===== src/rtl/spi_shift_reg.sv =====
// ---------------------------------------------------------------------------
// spi_shift_reg
//
// Serial data engine of the SPI master core. It sits directly downstream of
// spi_clockgen and consumes that block's single-cycle edge strobes. A
// parallel word is loaded into the data register and then shifted out on
// s_out. s_in is sampled back into the same register, so when the transfer
// ends the register holds the received character.
//
// Bits are indexed in transfer order, so the register is never physically
// shifted. Transmitted and received bits therefore share one storage
// element. On any bit position the transmit read always precedes the
// receive write.
//
// Parameters
//   SPI_MAX_CHAR       maximum character length in bits, also the width of
//                      the data register
//   SPI_CHAR_LEN_BITS  width of len; must equal log2(SPI_MAX_CHAR)
//
// Ports
//   wb_clk_in   in   system clock, every state change on its rising edge
//   wb_rst      in   asynchronous active-low reset
//   len         in   bits per transfer, 0 selects SPI_MAX_CHAR
//   lsb         in   1: LSB first, 0: MSB first
//   tx_negedge  in   1: drive s_out on cpol_1 strobes, 0: on cpol_0 strobes
//   rx_negedge  in   1: sample s_in on cpol_1 strobes, 0: on cpol_0 strobes
//   go          in   one-cycle start request (honoured only when idle)
//   load        in   one-cycle parallel load strobe (honoured only when idle)
//   p_in        in   parallel write data
//   cpol_0      in   rising-edge strobe from spi_clockgen
//   cpol_1      in   falling-edge strobe from spi_clockgen
//   loop        in   (SPI_SHIFT_LOOPBACK_EN only) sample s_out instead of s_in
//   s_in        in   serial data in (MISO)
//   tip         out  transfer in progress
//   last_clk    out  final bit of the transfer is pending
//   s_out       out  serial data out (MOSI)
//   p_out       out  data register contents, visible at all times
//
// Build option
//   SPI_SHIFT_LOOPBACK_EN  adds the 'loop' input. When loop is 1, the
//                          registered s_out is sampled in place of s_in.
// ---------------------------------------------------------------------------
module spi_shift_reg #(
  parameter int SPI_MAX_CHAR      = 32,
  parameter int SPI_CHAR_LEN_BITS = 5
) (
  input  logic                         wb_clk_in,
  input  logic                         wb_rst,
  input  logic [SPI_CHAR_LEN_BITS-1:0] len,
  input  logic                         lsb,
  input  logic                         tx_negedge,
  input  logic                         rx_negedge,
  input  logic                         go,
  input  logic                         load,
  input  logic [SPI_MAX_CHAR-1:0]      p_in,
  input  logic                         cpol_0,
  input  logic                         cpol_1,
`ifdef SPI_SHIFT_LOOPBACK_EN
  input  logic                         loop,
`endif
  input  logic                         s_in,
  output logic                         tip,
  output logic                         last_clk,
  output logic                         s_out,
  output logic [SPI_MAX_CHAR-1:0]      p_out
);

  // The counter needs one extra bit so that it can hold SPI_MAX_CHAR itself.
  localparam int CW = SPI_CHAR_LEN_BITS + 1;
  localparam int IW = SPI_CHAR_LEN_BITS;

  localparam logic [CW-1:0] MAX_LEN = CW'(SPI_MAX_CHAR);
  localparam logic [CW-1:0] CNT_ONE = CW'(1);
  localparam logic [IW-1:0] IDX_ONE = IW'(1);

  typedef enum logic {
    IDLE = 1'b0,
    XFER = 1'b1
  } state_e;

  state_e                  state_q, state_d;
  logic                    tip_q, tip_d;
  logic                    s_out_q, s_out_d;
  logic [CW-1:0]           cnt_q, cnt_d;
  logic [SPI_MAX_CHAR-1:0] data_q, data_d;

  logic          tx_stb;
  logic          rx_stb;
  logic          rx_bit;
  logic [CW-1:0] eff_len;
  logic [IW-1:0] len_lo;
  logic [IW-1:0] cnt_lo;
  logic [IW-1:0] idx_tx;
  logic [IW-1:0] idx_rx;

  // Each direction picks the clock edge it works on independently.
  assign tx_stb = tx_negedge ? cpol_1 : cpol_0;
  assign rx_stb = rx_negedge ? cpol_1 : cpol_0;

  // A programmed length of 0 selects a full-width character.
  assign eff_len = (len == '0) ? MAX_LEN : {1'b0, len};

  // The bit indices are computed in IW-bit arithmetic, which wraps them
  // modulo SPI_MAX_CHAR. That wrap is intended: when both strobes share an
  // edge, the first sample uses the pre-decrement count, so it lands at
  // position "L" (MSB first) or position "-1" (LSB first). Either one
  // wraps back into the register.
  assign len_lo = eff_len[IW-1:0];
  assign cnt_lo = cnt_q[IW-1:0];
  assign idx_tx = lsb ? (len_lo - cnt_lo) : (cnt_lo - IDX_ONE);
  assign idx_rx = lsb ? (len_lo - cnt_lo - IDX_ONE) : cnt_lo;

`ifdef SPI_SHIFT_LOOPBACK_EN
  // In loopback the serial input is the registered MOSI value. The line
  // therefore reads back whatever was last driven onto it.
  assign rx_bit = loop ? s_out_q : s_in;
`else
  assign rx_bit = s_in;
`endif

  // Next-state logic for the transfer engine.
  // While IDLE, only load and go are acted on. While XFER, only the
  // strobes are acted on. The transmit path reads data_q (the old
  // contents) and the receive path writes data_d. Because of this, a
  // shift-out and a sample in the same cycle never interfere.
  always_comb begin
    state_d = state_q;
    tip_d   = tip_q;
    s_out_d = s_out_q;
    cnt_d   = cnt_q;
    data_d  = data_q;

    case (state_q)
      IDLE: begin
        if (load) begin
          data_d = p_in;
        end
        if (go) begin
          state_d = XFER;
          tip_d   = 1'b1;
          cnt_d   = eff_len;
        end
      end

      XFER: begin
        if (tx_stb && (cnt_q != '0)) begin
          s_out_d = data_q[idx_tx];
          cnt_d   = cnt_q - CNT_ONE;
        end
        // A sample taken after the count has reached zero is the last bit
        // of the character, so the transfer closes on it.
        if (rx_stb) begin
          data_d[idx_rx] = rx_bit;
          if (cnt_q == '0) begin
            tip_d   = 1'b0;
            state_d = IDLE;
          end
        end
      end

      default: begin
        state_d = IDLE;
      end
    endcase
  end

  // All engine state lives in this one register bank. Reset is
  // asynchronous and wipes everything, even in the middle of a transfer.
  always_ff @(posedge wb_clk_in or negedge wb_rst) begin
    if (!wb_rst) begin
      state_q <= IDLE;
      tip_q   <= 1'b0;
      s_out_q <= 1'b0;
      cnt_q   <= '0;
      data_q  <= '0;
    end else begin
      state_q <= state_d;
      tip_q   <= tip_d;
      s_out_q <= s_out_d;
      cnt_q   <= cnt_d;
      data_q  <= data_d;
    end
  end

  // last_clk tells spi_clockgen that only the closing sample is left. It
  // is gated by tip, so it drops in the same cycle as tip.
  assign last_clk = tip_q & (cnt_q == '0);
  assign tip      = tip_q;
  assign s_out    = s_out_q;
  assign p_out    = data_q;

endmodule


===== config.mk =====
export PLATFORM = sky130hd
export DESIGN_NAME = spi_shift_reg
export DESIGN_NICKNAME = d
export VERILOG_FILES = /design/src/rtl/spi_shift_reg.sv
export SDC_FILE = /design/constraint.sdc
export NUM_CORES = 1
export LEC_CHECK = 0
export CELL_PAD_IN_SITES_DETAIL_PLACEMENT = 1
export CELL_PAD_IN_SITES_GLOBAL_PLACEMENT = 1
export CORE_AREA = 2 2 102 104
export DETAILED_ROUTE_END_ITERATION = 12
export DIE_AREA = 0 0 104 106
export PLACE_DENSITY_LB_ADDON = 0.1
export SKIP_LAST_GASP = 1
export SLEW_MARGIN = 20
export SYNTH_ARGS = -nofsm -noshare
export SYNTH_HDL_FRONTEND = slang
export SYNTH_SLANG_ARGS = --single-unit

===== constraint.sdc =====
create_clock -name wb_clk_in -period 2.8 [get_ports wb_clk_in]
set_clock_uncertainty 0.15 [all_clocks]
set_input_delay 0.7 -clock wb_clk_in [delete_from_list [all_inputs] [get_ports wb_clk_in]]
set_output_delay 0.7 -clock wb_clk_in [all_outputs]
set_load 0.02 [all_outputs]

**Yosys cells after proc, flatten, opt, wreduce, memory -nomap -nowiden**

Cells that the tools add are included.

- Register bits after elaboration: 41
- Bits in writable memories: 0
- Word-level logic and storage cells: 52
- Memories: 0
- Output and inout bits: 35
- Memory bits (read-only): 0
- Latch bits: 0
- Input bits: 47

- $mul: 0
- Bitwise gates (word level): 2
- Add/sub/neg operators: 4
- Shift operators: 0
- Equal/unequal tests: 5
- Divide/modulo/power cells: 0
- Reduce and logical (&&, ||, !) cells: 9
- Multiplexer cells: 24
- $lt $le $gt $ge: 3

Operator list:

| kind | count |
|---|---|
| $mux W32 | 2 |
| $pmux W32 S2 | 1 |
| $bwmux W32 | 1 |
| $mux W6 | 3 |
| $lt A5 B6 Y1 const B | 2 |
| $pmux W6 S2 | 1 |
| $mux W1 | 10 |
| $mux W5 | 2 |
| $sub A5 B1 Y5 const B | 2 |
| $logic_not A6 Y1 | 1 |
| $ne A2 B1 Y1 const B | 3 |
| $reduce_and A2 Y1 | 3 |
| $reduce_bool A6 Y1 | 1 |
| $sub A6 B1 Y6 const B | 1 |
| $bmux W1 S5 | 1 |
| $demux W1 S5 | 1 |
| $ge A5 B1 Y1 const B | 1 |
| $logic_not A5 Y1 | 1 |
| $sub A5 B5 Y5 | 1 |
| $ne A2 B2 Y1 const B | 2 |
| $pmux W1 S2 | 2 |
| $reduce_and A3 Y1 | 1 |
| $logic_and A1 B1 Y1 | 2 |
| $and A1 B1 Y1 | 1 |
| $not A1 Y1 | 1 |

**Logic depth before layout (Yosys ltp)**

Gate-level depths: netlist of run 1.

- Depth after elaboration: 12
- Gate-level depth with buffers: 13
- Gate-level depth less buffers: 12

**Least setup slack after synthesis of run 1**

Ideal clock, no wire load.

- Path kind: input to register
- Start: in len[0]
- End: reg data_q[27] (netlist: p_out[27])
- Required time: 2.556 ns
- Library setup time: 0.094 ns
- Slack: -0.447 ns
- Path buffers: 0
- Arrival: 3.003 ns
- Cell stages on the path: 10
- Path through: inv_1 ha_1 inv_1 fa_1 inv_1 ha_1 mux2_2 nor3_1 a311oi_1 a211oi_1

- Word-level cells in the longest chain between the ends: 12
- Elaborated cells between the ends (all ways): 13
- Those cells by class: add/sub (2); order compare (2); mux (7); reduce/logical (2)

Ends and longest elaborated chain:

| item | line | RTL |
|---|---|---|
| from (decl) | 49 | `input logic [SPI_CHAR_LEN_BITS-1:0] len,` |
| $logic_not A5 Y1 | 101 | `assign eff_len = (len == '0) ? MAX_LEN : {1'b0, len};` |
| $mux W6 (*) | 101 |  |
| $sub A5 B5 Y5 (*) | 111 | `assign idx_rx = lsb ? (len_lo - cnt_lo - IDX_ONE) : cnt_lo;` |
| $sub A5 B1 Y5 (*) | 111 |  |
| $mux W5 (*) | 111 |  |
| $lt A5 B6 Y1 (not written as such) / $ge A5 B1 Y1 (equally long branches) | 153 | `data_d[idx_rx] = rx_bit;` |
| $logic_and A1 B1 Y1 (not written as such) | 153 |  |
| $mux W1 (not written as such) | 153 |  |
| $demux W1 S5 (*) | 153 |  |
| $bwmux W32 (*) | 153 |  |
| $mux W32 (*) | 152 | `if (rx_stb) begin` |
| $pmux W32 S2 (*) | 133 | `case (state_q)` |
| to (signal assigned) | 181 | `data_q <= data_d;` |
| to (decl) | 85 | `logic [SPI_MAX_CHAR-1:0] data_q, data_d;` |

Every way passes the cells marked *; elsewhere a longest branch is shown, timed or not. The select of a mux whose other input is x is not followed.
A chain may end at the register's enable or synchronous reset.

**Worst setup path in the final report of run 1**

- Start: in len[0]
- End: reg data_q[16] (netlist: p_out[16])

The elaborated chain is that of the path after synthesis.

==> flow_metrics.env, run 1 <==
export IMPL_status="finished, violations left"
export IMPL_violations="negative setup slack"
export IMPL_cts_buffer_depth=2
export IMPL_first_global_vias=3967
export IMPL_clk_pin_slew_ns=0.08
export IMPL_period_share_pct=115.8
export IMPL_syn_area_per_cell_um2=8.607
export IMPL_final_common_cell="clkdlybuf4s50_1"
export IMPL_syn_nets=428
export IMPL_core_mm2=0.01000
export IMPL_drv_slew=0
export IMPL_yosysTopAreaCell="dfrtp_1"
export IMPL_final_cell_mix="76 x clkdlybuf4s50_1, 60 x buf_4, 51 x nor2_1, 41 x dfrtp_1, 26 x o21ai_0"
export IMPL_diodes=0
export IMPL_grt_max_degree=33
export IMPL_start_kind="input pin"
export IMPL_clock_fmax_ghz=0.3084
export IMPL_synth_cell_types=51
export IMPL_hold_ws_ns=0.04995
export IMPL_endpoint_kind="flop"
export IMPL_synth_seq_cells=41
export IMPL_hold_buffers=0
export IMPL_cp_arrival_ns=3.28
export IMPL_num_vias=3716
export IMPL_maxSlewHeadroom_pct=56.68
export IMPL_final_core_util_pct=56.06
export IMPL_dpl_hpwl_um=9825
export IMPL_hold_viol=0
export IMPL_power_density_mw_per_mm2=1579
export IMPL_multi_input_comb_area_mm2=0.002624
export IMPL_ff_latch_area_mm2=0.001026
export IMPL_stdcell_area_mm2=0.005605
export IMPL_grt_setup_unrepaired="yes"
export IMPL_globalRoute_totalOverflow=0
export IMPL_cts_num_sinks=41
export IMPL_cts_root_buf="clkbuf_8"
export IMPL_ir_worst_vdd_v=0.0005298
export IMPL_finalSetupViolCount=33
export IMPL_synth_area_leaders="dfrtp_1 32%, a311oi_1 6.5%, a211oi_1 6.1%, nor2_1 6.1%, o21ai_0 4.2%"
export IMPL_nNetsFinal=569
export IMPL_wl_per_cell_um=21.31
export IMPL_die_width_um=104
export IMPL_ioPinCount=82
export IMPL_cp_data_required_time_ns=2.84
export IMPL_htree_levels=2
export IMPL_drive_above_1_share_pct=38.06
export IMPL_drt_iter0_drc=217
export IMPL_cts_tree="built"
export IMPL_place_congestion=0.8344
export IMPL_synth_cells=373
export IMPL_placedCellCount=626
export IMPL_yosysSeqAreaShare_pct=31.96
export IMPL_path_max_fanout=5
export IMPL_vias_per_cell=5.708
export IMPL_placed_area_mm2=0.004763
export IMPL_fin_ws_ns=-0.4422
export IMPL_grt_pass1_wl_um=21530
export IMPL_setup_tns_final_ns=-12.03
export IMPL_fillers=1122
export IMPL_yosysTopAreaCellShare_pct=31.96
export IMPL_antenna_found_initial=0
export IMPL_clock_latency_ns=0.31
export IMPL_syn_area_mm2=0.003211
export IMPL_first_pass_iters=4
export IMPL_worst_pin_slew_ns=0.6463
export IMPL_track_usage_pct=24.79
export IMPL_area_delta_synth_final_pct=74.59
export IMPL_postRouteWirelength_um=13870
export IMPL_maxCapViolCount=0
export IMPL_drc=0
export IMPL_start_util_pct=32.11
export IMPL_worstSetupPathType="input pin to flop"
export IMPL_port_buffers=81
export IMPL_yosysWarnings=0
export IMPL_cts_buffers_inserted=5
export IMPL_die_area_mm2=0.01102
export IMPL_post_route_min_period_ns=3.242
export IMPL_chipHeight_um=106
export IMPL_row_count=37
export IMPL_instances_no_fill=651
export IMPL_ant_nets=0
export IMPL_min_path_type="input pin to async pin"
export IMPL_leakage_uw=0.002172
power by group:
group | total [uW] | switching (uW) | internal, uW | leakage [uW]
Combinational | 7060 | 3570 | 3490 | 0.00166
Sequential | 1260 | 378 | 884 | 0.000451
Clock | 529 | 238 | 291 | 0.0000585
what timing repair did:
action                     in CTS  in global routing
gates cloned                    4                  1
resized for setup              55                 34
setup buffers                  13                  4
pin swaps                      21                 28
setup endpoints to repair      34                 33
metal layers:
layer	GRT usage, %	vias up	routed length, um
met5	0	-	0
met4	6.757	0	196
met3	3.679	12	567
met2	44.78	104	7221
met1	30.80	1884	5886
li1	-	1716	-
cells in the mapped netlist (all sizes together):
master    n
a311oi   24
a311o     8
o221ai    2
o32ai     5
o211ai    6
and2      7
ha        7
a22oi     1
nor2     52
nand2b    9
or4       1
xor2      1
nand3     9
clkbuf   17
buf      10
o22ai     3
mux2i     7
and3      1
fa        1
o22a      3
or2       1
o21ai    27
nor2b     7
a221oi    2
a2bb2oi   4
nand2    29
o211a     1
o2bb2ai   1
o21ba     1
xnor2     8
mux2      5
inv      10
a32oi     3
dfrtp    41
nor3      9
a21oi    11
o221a     8
o31ai     1
a211oi   26
nand3b    1
or3       1
a22o      2
layout make-up:
cell class                      instances  area share [%]
Multi-Input combinational cell        295           46.81
Timing Repair Buffer                  161           28.88
Sequential cell                        41           18.30
Tap cell                              136           3.036
Clock buffer                            7           1.540
Inverter                               10          0.8929
Clock inverter                          1          0.5357
final timing paths:
path,start,slack [ns],cells after the start,to
worst max-delay path,len[0],-0.44,15,p_out[16]
worst min-delay path,wb_rst,0.05,1,s_out
worst max register to register,cnt_q[0],-0.37,13,p_out[16]
worst min register to register,s_out,0.34,2,s_out
max in group asynchronous,wb_rst,1.96,2,p_out[24]
min in group wb_clk_in,s_out,0.34,2,s_out
logic make-up (layout without fill, tap and decap cells):
logic type      after synthesis  in the layout  synth area share (%)
simple gates                127            127                 18.28
xor+xnor                      9              9                 2.689
fa+ha+maj                     8              8                 3.351
compound gates              139            139                 34.53
flops                        41             41                 31.96
mux                          12             12                 4.053
buf+inv                      37            179                 5.144
sequential cells by signal, summed over array words and instances, names as in the netlist:
| register | cells |
|---|---|
| tip | 1 |
| p_out | 32 |
| state_q | 1 |
| cnt_q | 6 |
| s_out | 1 |
worst max-delay path, stage by stage:
cell and delay, ns:
buf_12 0.11, inv_12 0.04, ha_4 0.11, inv_2 0.04
fa_2 0.49, inv_2 0.09, ha_4 0.14, nand3b_1 0.09
mux2_4 0.30, o31ai_4 0.25, buf_4 0.16, o22ai_4 0.10
buf_6 0.16, a311o_1 0.36, o221a_2 0.13
metrics by stage:
step	total power [uW]	setup slack, ns
floorplan	4328	-0.3054
global placement	6377	-1.161
detailed placement	6467	-1.213
CTS	8216	-0.4405
global route	9335	-0.5215
finish	8849	-0.4422
Power figures use the tool's default switching activity.
==> run 2: changes to the inputs <==
Settings changed: CAP_MARGIN set to 15.
Clock period 2.8 ns to 2.7 ns, I/O delays scaled along.
==> flow_metrics.env, run 2 (synthesized netlist as in run 1, its figures left out) <==
export IMPL_grt_max_degree=42
export IMPL_clockPowerShare_pct=5.1
export IMPL_placedCellCount=636
export IMPL_switching_share_pct=49.78
export IMPL_cts_num_sinks=41
export IMPL_drt_iter0_drc=165
export IMPL_row_count=37
export IMPL_crit_start="len[0]"
export IMPL_htree_levels=2
export IMPL_placed_area_mm2=0.004856
export IMPL_crit_end="p_out[10]"
export IMPL_drv_slew=0
export IMPL_worst_pin_slew_ns=0.6802
export IMPL_cts_buffer_depth=2
export IMPL_p_int_uw=4388
export IMPL_seqPwrFrac_pct=14.9
export IMPL_port_buffers=81
export IMPL_power_switching_uw=4350
export IMPL_first_pass_iters=4
export IMPL_die_area_mm2=0.01102
export IMPL_cp_arrival_ns=3.27
export IMPL_ir_worst_vdd_v=0.0006693
export IMPL_fillers=1160
export IMPL_first_global_vias=4129
export IMPL_cts_tree="built"
export IMPL_nNetsFinal=574
export IMPL_track_usage_pct=26.46
export IMPL_wl_per_cell_um=23.00
export IMPL_place_congestion=0.8880
export IMPL_worstRegToRegCells=14
export IMPL_largest_register_ffs=32
export IMPL_endpoint_kind="flop"
export IMPL_core_mm2=0.01000
export IMPL_grt_setup_unrepaired="yes"
export IMPL_maxSlewHeadroom_pct=54.66
export IMPL_cts_buffers_inserted=5
export IMPL_maxCapViolCount=0
export IMPL_power_density_mw_per_mm2=1598
export IMPL_start_kind="input pin"
export IMPL_drive_above_1_share_pct=38.92
export IMPL_r2r_start="cnt_q[0]"
export IMPL_min_path_type="input pin to async pin"
export IMPL_vias_per_cell=5.820
export IMPL_stdcell_area_mm2=0.005469
export IMPL_finalSetupViolCount=33
export IMPL_dpl_hpwl_um=10190
export IMPL_final_common_cell="clkdlybuf4s50_1"
export IMPL_status="finished, violations left"
export IMPL_instances_no_fill=655
export IMPL_chipHeight_um=106
export IMPL_antenna_found_initial=0
export IMPL_period_share_pct=118.8
export IMPL_clock_latency_ns=0.30
export IMPL_slowest_stage="fa_2"
export IMPL_setup_tns_final_ns=-14.87
export IMPL_hold_viol=0
export IMPL_area_delta_synth_final_pct=70.34
export IMPL_die_width_um=104
export IMPL_start_util_pct=32.11
export IMPL_worst_r2r_endpoint="p_out[10]"
export IMPL_clock_fmax_ghz=0.3116
export IMPL_diodes=0
export IMPL_post_route_min_period_ns=3.209
export IMPL_ioPinCount=82
export IMPL_grt_pass1_wl_um=22860
export IMPL_globalRoute_totalOverflow=0
export IMPL_cp_cell_sequence="buf_12, inv_12, ha_4, inv_4, fa_2, inv_2, ha_4, nand3_2, mux2_4, o31ai_4, buf_4, o22a_4, buf_12, buf_16, a311oi_2, a211oi_2"
export IMPL_violations="negative setup slack"
export IMPL_ant_nets=0
export IMPL_drc=0
export IMPL_pwr_share_comb_pct=80.0
export IMPL_cts_root_buf="clkbuf_8"
export IMPL_clk_pin_slew_ns=0.09
export IMPL_path_max_fanout=5
export IMPL_fin_ws_ns=-0.5088
export IMPL_postRouteWirelength_um=15070
export IMPL_critical_path_max_stage_delay_ns=0.48
export IMPL_leakage_uw=0.002127
export IMPL_worstSetupPathType="input pin to flop"
export IMPL_final_cell_mix="76 x clkdlybuf4s50_1, 71 x buf_4, 52 x nor2_1, 40 x dfrtp_1, 28 x nand2_1"
export IMPL_cp_data_required_time_ns=2.76
export IMPL_num_vias=3812
export IMPL_rrSetupSlack_ns=-0.48
## run 2: worst min path at each step
stage / slack (ns) / cells after the start / endpoint / start
floorplan: 0.23 / 0 / cnt_q[0] / wb_rst
global placement: 0.31 / 2 / s_out / s_out
detailed placement: 0.33 / 2 / s_out / s_out
CTS: 0.31 / 2 / s_out / wb_rst
global route: 0.33 / 2 / s_out / wb_rst
finish: 0.29 / 2 / s_out / wb_rst
## run 2: repair_timing
action	4_1_cts	5_1_grt
endpoints found under the setup margin	34	34
gates resized for setup	51	33
hold buffers	0	0
pin swaps	20	18
setup buffers	9	2
cloned	5	1
## run 2: worst max-delay path, delay by kind of cell
family | cells | cell delay, ns
adder cells (fa/ha/maj) | 3 | 0.75
AO/OA/AOI/OAI | 4 | 0.72
buffers and inverters | 7 | 0.67
multiplexers | 1 | 0.34
AND/OR/NAND/NOR | 1 | 0.10
## run 2: metrics by stage
step | hold slack (ns) | setup slack (ns) | total power, uW | util (%)
2_1_floorplan | 0.2294 | -0.3804 | 4496 | -
3_3_place_gp | 0.3143 | -1.148 | 6684 | 48.56
3_5_place_dp | 0.3348 | -1.199 | 6845 | 48.56
4_1_cts | 0.3135 | -0.5608 | 8268 | 53.54
5_1_grt | 0.3340 | -0.5735 | 9201 | 54.69
6_report | 0.2887 | -0.5088 | 8738 | 54.69
## run 2: layer usage
layer | wire (um) | vias to the layer above | GRT usage [%]
met5 | 0 | - | 0
met4 | 561 | 0 | 10.71
met3 | 781 | 39 | 3.495
met2 | 7651 | 147 | 47.32
met1 | 6073 | 1905 | 32.15
li1 | - | 1721 | -
## run 2: cell type report
cell class | instances | area [um^2] | area share, %
Clock buffer | 6 | 82.58 | 1.510
Tap cell | 136 | 170.2 | 3.111
Sequential cell | 41 | 1027 | 18.78
Multi-Input combinational cell | 296 | 2574 | 47.06
Timing Repair Buffer | 165 | 1555 | 28.44
Inverter | 10 | 52.55 | 0.9609
Clock inverter | 1 | 7.507 | 0.1373
## run 2: power by group through the flow
stage	clock network [uW]	registers (uW)	logic, uW
after floorplan	0	1460	3040
after CTS	448	1280	6540
after global routing	465	1330	7400
after detailed placement	0	1280	5570
after global placement	0	1270	5410
final	443	1300	6990
